## src/rtl/gemm_wave_ctrl_pkg.sv

```systemverilog
// Shared types, mode encodings and sizing helpers for the GEMM wave controller.
package gemm_wave_ctrl_pkg;

  typedef enum logic [2:0] {
    IDLE,
    LOAD_W,
    STREAM,
    DRAIN,
    DONE
  } gemm_wave_state_t;

  localparam logic [1:0] MODE_WIDE     = 2'b00;
  localparam logic [1:0] MODE_VERT     = 2'b01;
  localparam logic [1:0] MODE_TALLWIDE = 2'b10;
  localparam logic [1:0] MODE_TALL     = 2'b11;

  // Phase counter must hold the largest size input and the longest drain.
  function automatic int unsigned cnt_width(input int unsigned dim_w,
                                            input int unsigned rows,
                                            input int unsigned cols);
    int unsigned skew_w;
    skew_w = $clog2(rows + 2 * cols);
    return ((dim_w > skew_w) ? dim_w : skew_w) + 1;
  endfunction

  function automatic int unsigned drain_len(input int unsigned rows,
                                            input int unsigned cols,
                                            input logic        wide);
    return rows + cols - 1 + (wide ? cols : 0);
  endfunction

endpackage

```

## src/rtl/gemm_wave_ctrl_if.sv

```systemverilog
// Command/status and datapath strobe bundle between the GEMM command side and gemm_wave_ctrl.
interface gemm_wave_ctrl_if #(
  parameter int unsigned DIM_W = 5
);
  logic             start;
  logic [DIM_W-1:0] ksize;
  logic [DIM_W-1:0] msize;
  logic [1:0]       mode;
  logic             if_mux_sel;
  logic             w_mux_sel;
  logic             stall;

  logic             busy;
  logic             done;
  logic             err;
  logic [1:0]       mode_q;
  logic             if_mux_sel_q;
  logic             w_mux_sel_q;
  logic             w_load_en;
  logic [DIM_W-1:0] w_row_idx;
  logic             if_valid;
  logic [DIM_W-1:0] if_row_idx;
  logic             acc_clear;
  logic [31:0]      perf_cycles;

  modport master (
    output start, ksize, msize, mode, if_mux_sel, w_mux_sel, stall,
    input  busy, done, err, mode_q, if_mux_sel_q, w_mux_sel_q,
           w_load_en, w_row_idx, if_valid, if_row_idx, acc_clear, perf_cycles
  );

  modport slave (
    input  start, ksize, msize, mode, if_mux_sel, w_mux_sel, stall,
    output busy, done, err, mode_q, if_mux_sel_q, w_mux_sel_q,
           w_load_en, w_row_idx, if_valid, if_row_idx, acc_clear, perf_cycles
  );
endinterface

```

## src/rtl/gemm_wave_ctrl_phase_counter.sv

```systemverilog
// Loadable down-counter for one wave phase; reports the last step, the first step
// and the up-going row index (load value minus remaining count).
module gemm_phase_counter #(
  parameter int unsigned CW = 6,
  parameter int unsigned IW = 5
) (
  input  logic          clk,
  input  logic          rst,
  input  logic          load,
  input  logic          en,
  input  logic [CW-1:0] load_val,
  output logic          last,
  output logic          first,
  output logic [IW-1:0] idx
);

  logic [CW-1:0] count;
  logic [CW-1:0] base;

  always_ff @(posedge clk) begin
    if (rst) begin
      count <= '0;
      base  <= '0;
    end else if (load) begin
      count <= load_val;
      base  <= load_val;
    end else if (en && (count != '0)) begin
      count <= count - 1'b1;
    end
  end

  assign last  = (count == CW'(1));
  assign first = (count == base);
  assign idx   = IW'(base - count);

  a_no_wrap: assert property (@(posedge clk) disable iff (rst)
    (en && !load) |-> (count != '0));

endmodule

```

## src/rtl/gemm_wave_ctrl.sv

```systemverilog
// Sequences one GEMM tile through weight-load, feature stream, drain and done phases.
// Optional busy-cycle counter: define GEMM_WAVE_PERF_CNT_EN.
module gemm_wave_ctrl
  import gemm_wave_ctrl_pkg::*;
#(
  parameter int unsigned SYS_ROWS = 8,
  parameter int unsigned SYS_COLS = 8,
  parameter int unsigned DIM_W    = 5
) (
  input logic           clk,
  input logic           rst,
  gemm_wave_ctrl_if.slave bus
);

  localparam int unsigned    CW         = cnt_width(DIM_W, SYS_ROWS, SYS_COLS);
  localparam logic [CW-1:0]  DRAIN_NARW = CW'(drain_len(SYS_ROWS, SYS_COLS, 1'b0));
  localparam logic [CW-1:0]  DRAIN_WIDE = CW'(drain_len(SYS_ROWS, SYS_COLS, 1'b1));

  gemm_wave_state_t state, state_nxt;

  logic [1:0]       mode_q;
  logic             if_mux_sel_q;
  logic             w_mux_sel_q;
  logic [DIM_W-1:0] msize_q;
  logic             err_q;

  logic             start_acc;
  logic             zero_size;
  logic             cnt_load;
  logic             cnt_en;
  logic [CW-1:0]    cnt_val;
  logic             cnt_last;
  logic             cnt_first;
  logic [DIM_W-1:0] cnt_idx;

  assign start_acc = (state == IDLE) && bus.start;
  assign zero_size = (bus.ksize == '0) || (bus.msize == '0);

  gemm_phase_counter #(
    .CW (CW),
    .IW (DIM_W)
  ) u_phase_cnt (
    .clk      (clk),
    .rst      (rst),
    .load     (cnt_load),
    .en       (cnt_en),
    .load_val (cnt_val),
    .last     (cnt_last),
    .first    (cnt_first),
    .idx      (cnt_idx)
  );

  always_ff @(posedge clk) begin
    if (rst) begin
      state        <= IDLE;
      mode_q       <= MODE_TALL;
      if_mux_sel_q <= 1'b0;
      w_mux_sel_q  <= 1'b0;
      msize_q      <= '0;
      err_q        <= 1'b0;
    end else begin
      state <= state_nxt;
      if (start_acc) begin
        mode_q       <= bus.mode;
        if_mux_sel_q <= bus.if_mux_sel;
        w_mux_sel_q  <= bus.w_mux_sel;
        msize_q      <= bus.msize;
        err_q        <= zero_size;
      end
    end
  end

  // Each phase reloads the shared counter on the step that retires its last row.
  always_comb begin
    state_nxt = state;
    cnt_load  = 1'b0;
    cnt_en    = 1'b0;
    cnt_val   = '0;
    unique case (state)
      IDLE: begin
        if (bus.start) begin
          if (zero_size) begin
            state_nxt = DONE;
          end else begin
            state_nxt = LOAD_W;
            cnt_load  = 1'b1;
            cnt_val   = CW'(bus.ksize);
          end
        end
      end
      LOAD_W: begin
        if (!bus.stall) begin
          cnt_en = 1'b1;
          if (cnt_last) begin
            state_nxt = STREAM;
            cnt_load  = 1'b1;
            cnt_val   = CW'(msize_q);
          end
        end
      end
      STREAM: begin
        if (!bus.stall) begin
          cnt_en = 1'b1;
          if (cnt_last) begin
            state_nxt = DRAIN;
            cnt_load  = 1'b1;
            cnt_val   = mode_q[0] ? DRAIN_NARW : DRAIN_WIDE;
          end
        end
      end
      DRAIN: begin
        if (!bus.stall) begin
          cnt_en = 1'b1;
          if (cnt_last) begin
            state_nxt = DONE;
          end
        end
      end
      DONE: begin
        state_nxt = IDLE;
      end
      default: begin
        state_nxt = IDLE;
      end
    endcase
  end

  assign bus.busy         = (state != IDLE);
  assign bus.done         = (state == DONE);
  assign bus.err          = err_q;
  assign bus.mode_q       = mode_q;
  assign bus.if_mux_sel_q = if_mux_sel_q;
  assign bus.w_mux_sel_q  = w_mux_sel_q;
  assign bus.w_load_en    = (state == LOAD_W) && !bus.stall;
  assign bus.w_row_idx    = (state == LOAD_W) ? cnt_idx : '0;
  assign bus.if_valid     = (state == STREAM) && !bus.stall;
  assign bus.if_row_idx   = (state == STREAM) ? cnt_idx : '0;
  assign bus.acc_clear    = (state == STREAM) && !bus.stall && cnt_first;

`ifdef GEMM_WAVE_PERF_CNT_EN
  logic [31:0] perf_q;

  always_ff @(posedge clk) begin
    if (rst) begin
      perf_q <= '0;
    end else if (start_acc) begin
      perf_q <= '0;
    end else if ((state != IDLE) && (perf_q != '1)) begin
      perf_q <= perf_q + 32'd1;
    end
  end

  assign bus.perf_cycles = perf_q;
`else
  assign bus.perf_cycles = '0;
`endif

  a_done_one_cycle: assert property (@(posedge clk) disable iff (rst)
    (state == DONE) |=> (state == IDLE));

endmodule

```

## src/flat_wrapper.sv

```systemverilog
// flat-port wrapper written by rule: the top's interface ports become plain ports
module gemm_wave_ctrl_flat import gemm_wave_ctrl_pkg::*;
#(
  parameter int unsigned SYS_ROWS = 8,
  parameter int unsigned SYS_COLS = 8,
  parameter int unsigned DIM_W    = 5
)
  (clk, rst, bus_start, bus_ksize, bus_msize, bus_mode, bus_if_mux_sel, bus_w_mux_sel, bus_stall, bus_busy, bus_done, bus_err, bus_mode_q, bus_if_mux_sel_q, bus_w_mux_sel_q, bus_w_load_en, bus_w_row_idx, bus_if_valid, bus_if_row_idx, bus_acc_clear, bus_perf_cycles);
  gemm_wave_ctrl_if #(.DIM_W(DIM_W)) bus_i ();
  input logic clk;
  input logic rst;
  input wire logic [$bits(bus_i.start)-1:0] bus_start;
  input wire logic [$bits(bus_i.ksize)-1:0] bus_ksize;
  input wire logic [$bits(bus_i.msize)-1:0] bus_msize;
  input wire logic [$bits(bus_i.mode)-1:0] bus_mode;
  input wire logic [$bits(bus_i.if_mux_sel)-1:0] bus_if_mux_sel;
  input wire logic [$bits(bus_i.w_mux_sel)-1:0] bus_w_mux_sel;
  input wire logic [$bits(bus_i.stall)-1:0] bus_stall;
  output wire logic [$bits(bus_i.busy)-1:0] bus_busy;
  output wire logic [$bits(bus_i.done)-1:0] bus_done;
  output wire logic [$bits(bus_i.err)-1:0] bus_err;
  output wire logic [$bits(bus_i.mode_q)-1:0] bus_mode_q;
  output wire logic [$bits(bus_i.if_mux_sel_q)-1:0] bus_if_mux_sel_q;
  output wire logic [$bits(bus_i.w_mux_sel_q)-1:0] bus_w_mux_sel_q;
  output wire logic [$bits(bus_i.w_load_en)-1:0] bus_w_load_en;
  output wire logic [$bits(bus_i.w_row_idx)-1:0] bus_w_row_idx;
  output wire logic [$bits(bus_i.if_valid)-1:0] bus_if_valid;
  output wire logic [$bits(bus_i.if_row_idx)-1:0] bus_if_row_idx;
  output wire logic [$bits(bus_i.acc_clear)-1:0] bus_acc_clear;
  output wire logic [$bits(bus_i.perf_cycles)-1:0] bus_perf_cycles;
  assign bus_i.start = bus_start;
  assign bus_i.ksize = bus_ksize;
  assign bus_i.msize = bus_msize;
  assign bus_i.mode = bus_mode;
  assign bus_i.if_mux_sel = bus_if_mux_sel;
  assign bus_i.w_mux_sel = bus_w_mux_sel;
  assign bus_i.stall = bus_stall;
  assign bus_busy = bus_i.busy;
  assign bus_done = bus_i.done;
  assign bus_err = bus_i.err;
  assign bus_mode_q = bus_i.mode_q;
  assign bus_if_mux_sel_q = bus_i.if_mux_sel_q;
  assign bus_w_mux_sel_q = bus_i.w_mux_sel_q;
  assign bus_w_load_en = bus_i.w_load_en;
  assign bus_w_row_idx = bus_i.w_row_idx;
  assign bus_if_valid = bus_i.if_valid;
  assign bus_if_row_idx = bus_i.if_row_idx;
  assign bus_acc_clear = bus_i.acc_clear;
  assign bus_perf_cycles = bus_i.perf_cycles;
  gemm_wave_ctrl #(.SYS_ROWS(SYS_ROWS), .SYS_COLS(SYS_COLS), .DIM_W(DIM_W)) u_core (.clk(clk), .rst(rst), .bus(bus_i));
endmodule
```

## config.mk

```make
export PLATFORM = sky130hd
export DESIGN_NAME = gemm_wave_ctrl_flat
export DESIGN_NICKNAME = d
export VERILOG_FILES = /design/src/rtl/gemm_wave_ctrl_pkg.sv /design/src/rtl/gemm_wave_ctrl_if.sv /design/src/rtl/gemm_wave_ctrl_phase_counter.sv /design/src/rtl/gemm_wave_ctrl.sv /design/src/flat_wrapper.sv
export SDC_FILE = /design/constraint.sdc
export NUM_CORES = 1
export LEC_CHECK = 0
export ABC_AREA = 1
export BUFFER_PORTS_ARGS = -buffer_cell sky130_fd_sc_hd__buf_2
export CELL_PAD_IN_SITES_DETAIL_PLACEMENT = 1
export CELL_PAD_IN_SITES_GLOBAL_PLACEMENT = 1
export CORE_MARGIN = 5
export CORE_UTILIZATION = 34
export DETAILED_ROUTE_END_ITERATION = 8
export GPL_TIMING_DRIVEN = 0
export PLACE_DENSITY_LB_ADDON = 0.1
export SLEW_MARGIN = 20
export SYNTH_ARGS = -nofsm -noshare
export SYNTH_HDL_FRONTEND = slang
export SYNTH_HIERARCHICAL = 1
export SYNTH_SLANG_ARGS = --single-unit
```

## constraint.sdc

```tcl
create_clock -name clk -period 2.5 [get_ports clk]
set_input_delay 0.125 -clock clk [delete_from_list [all_inputs] [get_ports clk]]
set_output_delay 0.125 -clock clk [all_outputs]
set_load 0.02 [all_outputs]
```

# Yosys cells after proc, flatten, opt, wreduce, memory -nomap -nowiden
# Cells that the tools add are included.
dict set report totals {
  ff_bits 25
  inputBits 18
}
dict set report op_classes {
  addsub 2
  eq_ne 13
  n_mux 28
  reduce_logical 16
}
# cell count
set op_table {}
lappend op_table {{$mux W6} 6}
lappend op_table {{$mux W5} 5}
lappend op_table {{$mux W3} 8}
lappend op_table {{$pmux W6 S3} 1}
lappend op_table {{$pmux W3 S4} 1}
lappend op_table {{$logic_not A5 Y1} 2}
lappend op_table {{$ne A2 B2 Y1 const B} 4}
lappend op_table {{$reduce_and A7 Y1} 1}
lappend op_table {{$eq A3 B2 Y1 const B} 2}
lappend op_table {{$eq A6 B1 Y1 const B} 1}
lappend op_table {{$eq A6 B6 Y1} 1}
lappend op_table {{$mux W1} 6}
lappend op_table {{$ne A2 B1 Y1 const B} 3}
lappend op_table {{$reduce_bool A6 Y1} 1}
lappend op_table {{$sub A6 B1 Y6 const B} 1}
lappend op_table {{$logic_and A1 B1 Y1} 5}
lappend op_table {{$sub A5 B5 Y5} 1}
lappend op_table {{$eq A3 B1 Y1 const B} 1}
lappend op_table {{$eq A3 B3 Y1 const B} 1}
lappend op_table {{$logic_not A3 Y1} 1}
lappend op_table {{$reduce_bool A3 Y1} 1}
lappend op_table {{$reduce_or A3 Y1} 1}
lappend op_table {{$pmux W1 S2} 1}
lappend op_table {{$reduce_bool A2 Y1} 1}
lappend op_table {{other kinds (3)} 3}

# Longest topological paths before layout
# Gate-level depths: netlist of the first run.
dict set report depth {
  word_depth 6
  mapped_depth 14
  ltp_nobuf 13
}

# Modules after synthesis
# The synthesis of the first run kept the hierarchy.
# module n_inst cells_per_inst area_each_um2 seq_area_each_um2
set by_module_without_submodules {}
lappend by_module_without_submodules {gemm_wave_ctrl 1 162 1053.5 260.2}
lappend by_module_without_submodules {gemm_phase_counter 1 117 839.6 240.2}

# Worst setup path after synthesis of the first run
# Ideal clock, no wire load.
dict set report synth_timing {
  path_type {register to register}
  startpoint {register u_core.u_phase_cnt.count[1]}
  endpoint {register u_core.u_phase_cnt.count[2]}
  setup_time_ns 0.066
  arrival_ns 1.828
  setup_slack_ns 0.606
  path_stages_with_launch 14
  path_cell_list {dfxtp_1 -> inv_1 -> ha_1 -> and3_2 -> inv_1 -> nor2_1 -> nand2_1 -> o21ai_0 -> buf_2 -> nand2_1 -> a21boi_1 -> nand2_1 -> nand2_1 -> a21oi_2}
}
dict set report synth_between {
  elab_chain_cells 5
  elab_cells_between_ends 15
}
# item line_no
set synth_lines {}
lappend synth_lines {{start: declaration} gemm_wave_ctrl_phase_counter.sv:17} ;# logic [CW-1:0] count;
lappend synth_lines {{start signal: assignment} gemm_wave_ctrl_phase_counter.sv:25} ;# count <= load_val;
lappend synth_lines {{start signal: assignment} gemm_wave_ctrl_phase_counter.sv:28} ;# count <= count - 1'b1;
lappend synth_lines {{$eq A6 B1 Y1 (*)} gemm_wave_ctrl_phase_counter.sv:32} ;# assign last = (count == CW'(1));
lappend synth_lines {{named net u_core.cnt_last} gemm_wave_ctrl.sv:32} ;# logic cnt_last;
lappend synth_lines {{$mux W1 (*)} {gemm_wave_ctrl.sv:94, gemm_wave_ctrl.sv:104}}
lappend synth_lines {{$mux W1 (*)} gemm_wave_ctrl.sv:102} ;# if (!bus.stall) begin
lappend synth_lines {{$pmux W1 S2 (*)} gemm_wave_ctrl.sv:79} ;# unique case (state)
lappend synth_lines {{named net u_core.cnt_load} gemm_wave_ctrl.sv:29} ;# logic cnt_load;
lappend synth_lines {{$mux W6 / $reduce_bool A2 Y1 (equally long branches)} --}
# The timed path passes the listed nets; every way through them passes the cells marked *. The select of a mux whose other input is x is not followed.
# A chain may end at the register's enable or synchronous reset.

# Worst setup path in the final report of the first run
# Ends and elaborated chain as after synthesis.

==> results of run 1 <==
[synthesized netlist by cell type]
cell type | instances | area share (%)
nand3b_1 | 1 | 0.40
a21oi_2 | 3 | 1.4
nor2_8 | 1 | 1.1
nor2_2 | 1 | 0.33
nor4_1 | 1 | 0.33
nor2_4 | 3 | 1.8
xnor2_1 | 2 | 0.93
inv_1 | 30 | 5.9
nand2_1 | 62 | 12
buf_1 | 1 | 0.20
nor3_1 | 3 | 0.79
o21ai_2 | 3 | 1.4
a21boi_1 | 1 | 0.40
nand2_4 | 2 | 1.2
ha_1 | 7 | 4.6
o21ai_0 | 12 | 3.2
nor2_1 | 35 | 6.9
nand2_2 | 2 | 0.66
clkbuf_1 | 1 | 0.20
inv_2 | 3 | 0.59
o21ai_1 | 4 | 1.1
xor2_1 | 3 | 1.4
and3_2 | 1 | 0.40
fa_1 | 1 | 1.1
nor3b_1 | 1 | 0.40
buf_6 | 1 | 0.59
nand3_4 | 1 | 0.93
buf_4 | 33 | 13
dfxtp_1 | 25 | 26
a21oi_1 | 17 | 4.5
nand3_2 | 1 | 0.53
buf_2 | 3 | 0.79
a21oi_4 | 1 | 0.86
conb_1 | 1 | 0.20
nand3_1 | 12 | 3.2
[kinds of logic after synthesis]
kind of cell,count (synthesis)
other cells,1
buf+inv,72
compound gates,41
flops,25
fa+ha+maj,8
xor+xnor,5
simple gates,127
[power by group through the flow]
stage,clock network [µW],logic [µW],registers (µW)
after floorplan,0,663,527
after detailed placement,0,858,528
after global routing,275,971,526
final,246,854,518
after CTS,261,863,518
after global placement,0,845,526
[through the flow]
stage	worst slack (ps)	instance area (µm²)	instances	hold WS, ps
floorplan	606	2010	311	194
global placement	237	2290	420	336
detailed placement	224	2290	420	342
CTS	199	2330	424	54.2
global route	83.3	2340	424	54.2
finish	389	2340	424	59.9
[layer usage]
metal	routed length [µm]	vias up	track usage, %
li1	-	950	-
met5	0	-	0
met1	2370	816	19.3
met3	279	2	2.85
met2	2110	49	22.4
met4	34	0	3.45
[sequential cells by signal, indices dropped and copies added (netlist names)]
signal and cells:
u_core/msize_q 5, u_core/state 3, u_core/bus.if_mux_sel_q 1, u_core/bus.mode_q 2, u_core/u_phase_cnt/base 6, u_core/bus.err 1, u_core/bus.w_mux_sel_q 1, u_core/u_phase_cnt/count 6
[final timing paths]
check / startpoint / to / slack [ps] / cells after the start
hold / removal: bus_mode[1] / u_core/bus.mode_q[1] / 60 / 3
setup reg to reg: u_core/u_phase_cnt/count[1] / u_core/u_phase_cnt/count[2] / 390 / 13
setup / recovery: u_core/u_phase_cnt/count[1] / u_core/u_phase_cnt/count[2] / 390 / 13
hold reg to reg: u_core/msize_q[1] / u_core/msize_q[1] / 460 / 2
[worst reg2reg max path: stages, from the launching register on]
cell      delay (ps)
dfxtp_1          370
inv_1            160
ha_1             160
and3_2           180
inv_1             40
nor2_2           180
nand2_1          100
o21ai_0          130
clkbuf_4         280
nand2_1          100
a21boi_1         140
nand2_1           70
nand2_1           60
a21oi_2           90
[cell type report]
cell class	count	area share [%]
plain buffers	39	12.1
clock buffers	3	1.76
clock inverters	1	0.214
inverters	33	5.29
multi-input cells	214	47.4
flip-flops and latches	25	21.4
well taps	72	3.85
repair buffers	37	7.91
[cell usage in the layout, fill, tap and decap left out, types with 4 or more instances in the layout]
master | synthesis | routed
a21oi_1 | 17 | 17
buf_2 | 3 | 39
buf_4 | 33 | 33
conb_1 | 1 | 33
dfxtp_1 | 25 | 25
ha_1 | 7 | 7
inv_1 | 30 | 30
nand2_1 | 62 | 62
nand3_1 | 12 | 12
nor2_1 | 35 | 34
o21ai_0 | 12 | 12
o21ai_1 | 4 | 4
[timing repair]
action	in CTS	in global routing
endpoints found under the hold margin	0	0
setup endpoints to repair	0	2
gates resized for setup	0	2
==> metrics.txt, run 1 <==
Worst Hold Class in -> reg; Layout area overhead 23.6%; share of total power in combinational logic 52.8%; overall overflow remaining after global route 0; Setup Viol. Count Final 0; Crit path required time 2710 ps; Seq/Total Area, Yosys 26.4%; Sequential Power Share 32.0%; H-tree depth 1; slowest CP cell dfxtp_1; number of port buffers 37; RSZ-0062 raised after global routing false; vias post-DR 1,817; CTS tree yes; Max Transition Viols Final 0; Fillers 763; Syn Area/Cell 6.79 µm²; nets 379; Clock Power Share 15.2%; main combinational cell family by area after synthesis simple AND/OR/NAND/NOR gates; initial antenna violation count 0; multi-input logic area 1110 µm²; Chip Height 84.6 µm; Inserted Clock Buffers 3; final worst path period share 84.4%; Worst Clk Skew 8.06 ps; DRC violations left 0; HPWL after DPL 4.07 mm; CTS sink count 25; Simple-Gate Fraction of Synth Area 31.2%; Sw Ratio 45.3%; Largest delay share family, worst path simple AND/OR/NAND/NOR gates; wirelength, routed 4.79 mm; final core utilization 42.8%; MaxCap Viol Count 0; die footprint 7160 µm²; routed len/inst 11.3 µm; worst vdd ir 203 µV; Hold Buf Count CTS 0; Leak Pwr 0.00128 µW; CP endpoint kind flop; Unique masters post-synth 35; CP most frequent cell nand2_1; total power 1620 µW; Initial Util 34.6%; clock-pin slew on the worst setup and hold paths 100 ps; FF+latch area 500 µm²; setup TNS 0 ps; Ys Warns 6; crit-path max FO 10; first-pass detailed-route iteration total 4; DIE WIDTH 84.6 µm; post-route ant nets 0; fin crit period 2110 ps; I/O pin cnt 70; worst path bufs/invs 3; Worst setup SP type flop; P_int 885 µW; XOR/XNOR Fraction of Synth Area 2.31%; Clk Latency, worst-skew pair 270 ps; ANT cells 0; Post-Syn Area 1890 µm²; CP max stage delay 370 ps; core area 5470 µm²; Crit path arrival time 2320 ps; global-route wire length before repair 8.28 mm; worst-case clock buffer depth 2; starting DRC count in detailed routing 53; final hold vios 0; Seq cells post-synth 25; switching power total 732 µW; Cell Rows 27; largest net degree at the start of global routing 15; critical path, cell by cell inv_1 > ha_1 > and3_2 > inv_1 > nor2_2 > nand2_1 > o21ai_0 > clkbuf_4 > nand2_1 > a21boi_1 > nand2_1 > nand2_1 > a21oi_2; post-synthesis compound-gate area fraction 12.8%; routed vias/inst 4.29; root buf cell clkbuf_8; Placer Congestion 0.819; Peak Freq 0.474 GHz; number of global-route vias before repair 1,798; Adder-Cell Fraction of Synth Area 5.68%; CP Class reg -> reg; mux share of post-synthesis cell area 0%; share of layout cells above drive strength 1 28.7%; post-CTS setup buffer count 0; status complete, no violations; Post-Syn Instances 279; PwrDens 691 nW/µm²; GRT Total Usage 14.0%
Power figures use the tool's default switching activity.
==> run 2, diff against run 1 <==
clock period = 2.2 ns   (was 2.5 ns; I/O delays follow)
==> run 2 against run 1 <==
Effect of this change:
- clock-buffer cell count stayed put
- largest cell class unchanged
- routed wire length is 1.2% higher
- power is 16% higher
- clock power is 13% higher
- clock skew is 5.4 ps lower
- first-iteration DRC count is 11% higher
- critical path type is now reg -> out
==> metrics.txt, run 2 (synthesized netlist as in run 1, its figures left out) <==
status complete, no violations; critical path, cell by cell ha_1 > fa_1 > o21ai_1 > xnor2_1 > inv_1 > nor2_1 > buf_2; Cell Rows 27; fin crit period 2070 ps; DRC violations left 0; starting DRC count in detailed routing 59; HPWL after DPL 4.07 mm; initial antenna violation count 0; final worst path period share 94.0%; number of port buffers 37; Peak Freq 0.484 GHz; H-tree depth 1; CP Class reg -> out; most common cell after layout, fill and taps aside nand2_1; most frequent cells in the layout nand2_1 (62), buf_2 (38), buf_4 (35), nor2_1 (34), conb_1 (33); routed len/inst 11.4 µm; pre-CTS setup slack -76.5 ps; post-route ant nets 0; Inserted Clock Buffers 3; first-pass detailed-route iteration total 4; Clk Latency, worst-skew pair 270 ps; I/O pin cnt 70; global-route wire length before repair 8.26 mm; Crit path arrival time 1960 ps; worst setup margin 132 ps; CTS sink count 25; Crit path required time 2090 ps; clock-pin slew on the worst setup and hold paths 90 ps; PwrDens 784 nW/µm²; worst-case clock buffer depth 2; RSZ-0062 raised after global routing false; overall overflow remaining after global route 0; number of global-route vias before repair 1,790; Initial Util 34.6%; worst vdd ir 233 µV; Max Transition Viols Final 0; CP max stage delay 420 ps; ANT cells 0; crit-path max FO 6; Fillers 762; share of layout cells above drive strength 1 30.5%; Setup Viol. Count Final 0; final hold vios 0; GRT Total Usage 14.0%; Leak Pwr 0.00130 µW; routed vias/inst 4.27; Placer Congestion 0.819; root buf cell clkbuf_8; hold slack 47.8 ps; slowest CP cell fa_1; largest registers u_core/u_phase_cnt/base: 6 flops, u_core/u_phase_cnt/count: 6 flops, u_core/msize_q: 5 flops; Worst Hold Class in -> reg; CP endpoint kind output port; Chip Height 84.6 µm; Worst setup SP type flop; wirelength, routed 4.85 mm; largest net degree at the start of global routing 15; core area 5470 µm²; vias post-DR 1,818; MaxCap Viol Count 0; nets 381; Worst Clk Skew 2.66 ps; DIE WIDTH 84.6 µm; Reg2Reg Setup Slack 240 ps; Layout area overhead 26.1%; CTS tree yes; die footprint 7160 µm²
==> run 2: report_power, final <==
group / switching, µW / internal, µW / total, µW
clock: 152 / 127 / 279
combinational: 621 / 380 / 1000
sequential: 67.2 / 524 / 591
==> run 2: cell type report <==
cell class | count | area, µm² | area share [%]
Multi-Input combinational cell | 214 | 1120 | 47.1
Sequential cell | 25 | 504 | 21.1
Buffer | 39 | 287 | 12.0
Timing Repair Buffer | 39 | 213 | 8.91
Inverter | 33 | 124 | 5.19
Tap cell | 72 | 90.1 | 3.77
Clock buffer | 3 | 41.3 | 1.73
Clock inverter | 1 | 5.00 | 0.210
==> run 2: path summary, 6_finish.rpt <==
| kind | cells after the start | from | to |
|---|---|---|---|
| max | 7 | u_core/u_phase_cnt/count[0] | bus_w_row_idx[4] |
| min | 3 | bus_mode[1] | u_core/bus.mode_q[1] |
| max reg2reg | 12 | u_core/u_phase_cnt/count[1] | u_core/u_phase_cnt/count[1] |
| min reg2reg | 2 | u_core/msize_q[1] | u_core/msize_q[1] |
==> run 2: repair_timing <==
item                                   CTS  global route
setup endpoints to repair                3            12
hold buffers                             0             0
endpoints found under the hold margin    0             0
gates cloned                             0             0
resized for setup                        1            10
buffers inserted                         0             2
==> run 2: critical path, delay by kind of cell (launching register included) <==
family / cells / cell delay (ps)
AO/OA/AOI/OAI: 1 / 170
XOR/XNOR: 1 / 130
adder cells (fa/ha/maj): 2 / 670
buffers and inverters: 2 / 240
flip-flops: 1 / 380
AND/OR/NAND/NOR: 1 / 100
==> run 2: metal layers <==
metal | vias to the layer above | share of wire [%] | track usage [%]
met5 | - | 0 | 0
met4 | 0 | 0.70 | 3.45
met3 | 2 | 6.2 | 2.85
met2 | 51 | 44 | 22.4
met1 | 810 | 49 | 19.3
li1 | 955 | - | -
==> run 2: through the flow <==
stage | util (%) | power [µW] | instance area, µm² | instances | setup TNS, ps
6_report | 43.6 | 1870 | 2390 | 426 | 0
4_1_cts | 42.7 | 1870 | 2340 | 424 | 0
3_3_place_gp | 41.8 | 1560 | 2290 | 420 | -62.6
3_5_place_dp | 41.8 | 1570 | 2290 | 420 | -79.5
2_1_floorplan | - | 1350 | 2010 | 311 | 0
5_1_grt | 43.6 | 2050 | 2390 | 426 | 0
==> run 3, diff against run 2 <==
CORE_MARGIN = 2   (was 5)
==> run 3 against run 2 <==
Effect of this change:
- critical path depth increased by 5
- hold slack worse by 15 ps
- fmax up 2.4%
- largest cell class unchanged
- power rose by 0.71%
==> metrics.txt, run 3 (synthesized netlist as in run 1, its figures left out) <==
Initial Util 34.8%; share of layout cells above drive strength 1 30.1%; final hold vios 0; setup TNS 0 ps; largest net degree at the start of global routing 15; Critical R2R Launch u_core/u_phase_cnt/count[1]; Worst setup SP type flop; Leak Pwr 0.00129 µW; Setup Viol. Count Final 0; Reg2Reg Setup Slack 180 ps; Worst Max-Slew Pin Slew 503 ps; nets 379; Sequential Power Share 31.5%; worst setup path endpoint u_core/u_phase_cnt/count[0]; Peak Freq 0.495 GHz; Clock Power Share 15.3%; Placer Congestion 0.843; HPWL after DPL 3.76 mm; I/O pin cnt 70; pre-CTS setup slack -85.7 ps; vias post-DR 1,792; switching power total 855 µW; Max-slew headroom 66.5%; routed len/inst 11.1 µm; most frequent cells in the layout nand2_1 (62), buf_2 (38), nor2_1 (34), buf_4 (34), conb_1 (33); R2R Path End u_core/u_phase_cnt/count[0]; FF+latch area 507 µm²; H-tree depth 1; ANT cells 0; initial antenna violation count 0; worst-case clock buffer depth 2; root buf cell clkbuf_8; Max Transition Viols Final 0; largest registers u_core/u_phase_cnt/base: 6 flops, u_core/u_phase_cnt/count: 6 flops, u_core/msize_q: 5 flops; CTS sink count 25; RSZ-0062 raised after global routing false; Crit path arrival time 2230 ps; Non-Filler Instances 424; Chip Height 78.6 µm; worst vdd ir 327 µV; die footprint 6180 µm²; first-pass detailed-route iteration total 4; CP startpoint u_core/u_phase_cnt/count[1]; Crit path required time 2410 ps; Inserted Clock Buffers 3; MaxCap Viol Count 0; Hold Buf Count CTS 0; overall overflow remaining after global route 0; number of global-route vias before repair 1,668; fin crit period 2020 ps; Cell Rows 27; CP max stage delay 390 ps; status complete, no violations; multi-input logic area 1120 µm²; routed vias/inst 4.23; share of total power in combinational logic 53.1%; Post-Place Cells 420; core area 5440 µm²; Hold Startpoint bus_mode[0]; slowest CP cell dfxtp_4; CP endpoint kind flop; Worst Hold Class in -> reg; PwrDens 793 nW/µm²; wirelength, routed 4.69 mm; DIE WIDTH 78.6 µm; post-route ant nets 0; Layout area overhead 25.4%; CTS tree yes; number of port buffers 37; GRT Total Usage 15.8%; critical path, cell by cell inv_1 > ha_1 > and3_2 > inv_1 > nor2_4 > nand2_1 > o21ai_0 > buf_4 > buf_12 > a21oi_4 > nand2_1 > a21oi_2; Sw Ratio 45.4%; worst r2r path cells 12; P_int 1030 µW; final worst path period share 91.8%; DRC violations left 0; Worst Clk Skew 6.29 ps; Clk Latency, worst-skew pair 280 ps; crit-path max FO 7; clock-pin slew on the worst setup and hold paths 100 ps; Fillers 743; CP Class reg -> reg; global-route wire length before repair 7.82 mm; most common cell after layout, fill and taps aside nand2_1; starting DRC count in detailed routing 61; worst setup margin 181 ps
## run 3: cell types whose count changed in the layout (fill, tap and decap cells not counted)
cell and change:
nor4_1 -1, dfxtp_4 +1, o21ai_0 +1, nor3b_1 +1
clkbuf_4 -1, dfxtp_2 -1, fa_1 -1, o21ai_2 -1
buf_4 -1, fa_2 +1, nor4_2 +1, nor3b_2 -1
## run 3: worst min path at each step
stage / endpoint / slack (ps) / cells after the start
2_1_floorplan: u_core/state[1] / 180 / 1
3_3_place_gp: u_core/bus.mode_q[1] / 320 / 3
3_5_place_dp: u_core/bus.mode_q[0] / 330 / 3
6_report: u_core/bus.mode_q[0] / 30 / 3
5_1_grt: u_core/state[1] / 40 / 2
4_1_cts: u_core/bus.mode_q[0] / 30 / 3
## run 3: per-layer routing
layer | vias up | track usage (%) | wire length, µm
met4 | 0 | 5.26 | 59
met5 | - | 0 | 0
li1 | 950 | - | -
met1 | 783 | 22.5 | 2370
met3 | 4 | 2.41 | 282
met2 | 55 | 24.2 | 1980
## run 3: power by group through the flow
stage          clock (µW)  sequential, µW  combinational (µW)
2_1_floorplan           0             598                 753
6_report              289             594                1000
3_3_place_gp            0             598                 961
3_5_place_dp            0             600                 972
4_1_cts               298             590                 980
5_1_grt               314             605                1140
## run 3: per-stage QoR
step	power [µW]	hold slack (ps)	util [%]	cell area [µm²]
2_1_floorplan	1350	179	-	2010
3_5_place_dp	1570	327	42.1	2290
3_3_place_gp	1560	322	42.1	2290
5_1_grt	2060	42.6	43.7	2370
4_1_cts	1870	31.6	43.0	2340
6_report	1880	32.4	43.7	2370
## run 3: layout make-up
| class | count | share of cell area [%] |
|---|---|---|
| Multi-Input combinational cell | 214 | 47.3 |
| Inverter | 33 | 5.22 |
| Buffer | 38 | 11.7 |
| Tap cell | 72 | 3.79 |
| Clock buffer | 3 | 1.74 |
| Timing Repair Buffer | 38 | 8.64 |
| Clock inverter | 1 | 0.211 |
| Sequential cell | 25 | 21.3 |
## run 3: worst max-delay path: cells and delay by family, from the launching register on
family | cells | cell delay, ps
flip-flops | 1 | 390
AND/OR/NAND/NOR | 4 | 440
adder cells (fa/ha/maj) | 1 | 180
buffers and inverters | 4 | 510
AO/OA/AOI/OAI | 3 | 420
## run 3: what timing repair did
item | in CTS | in global routing
setup buffers | 0 | 1
setup endpoints to repair | 2 | 8
resized for setup | 2 | 7
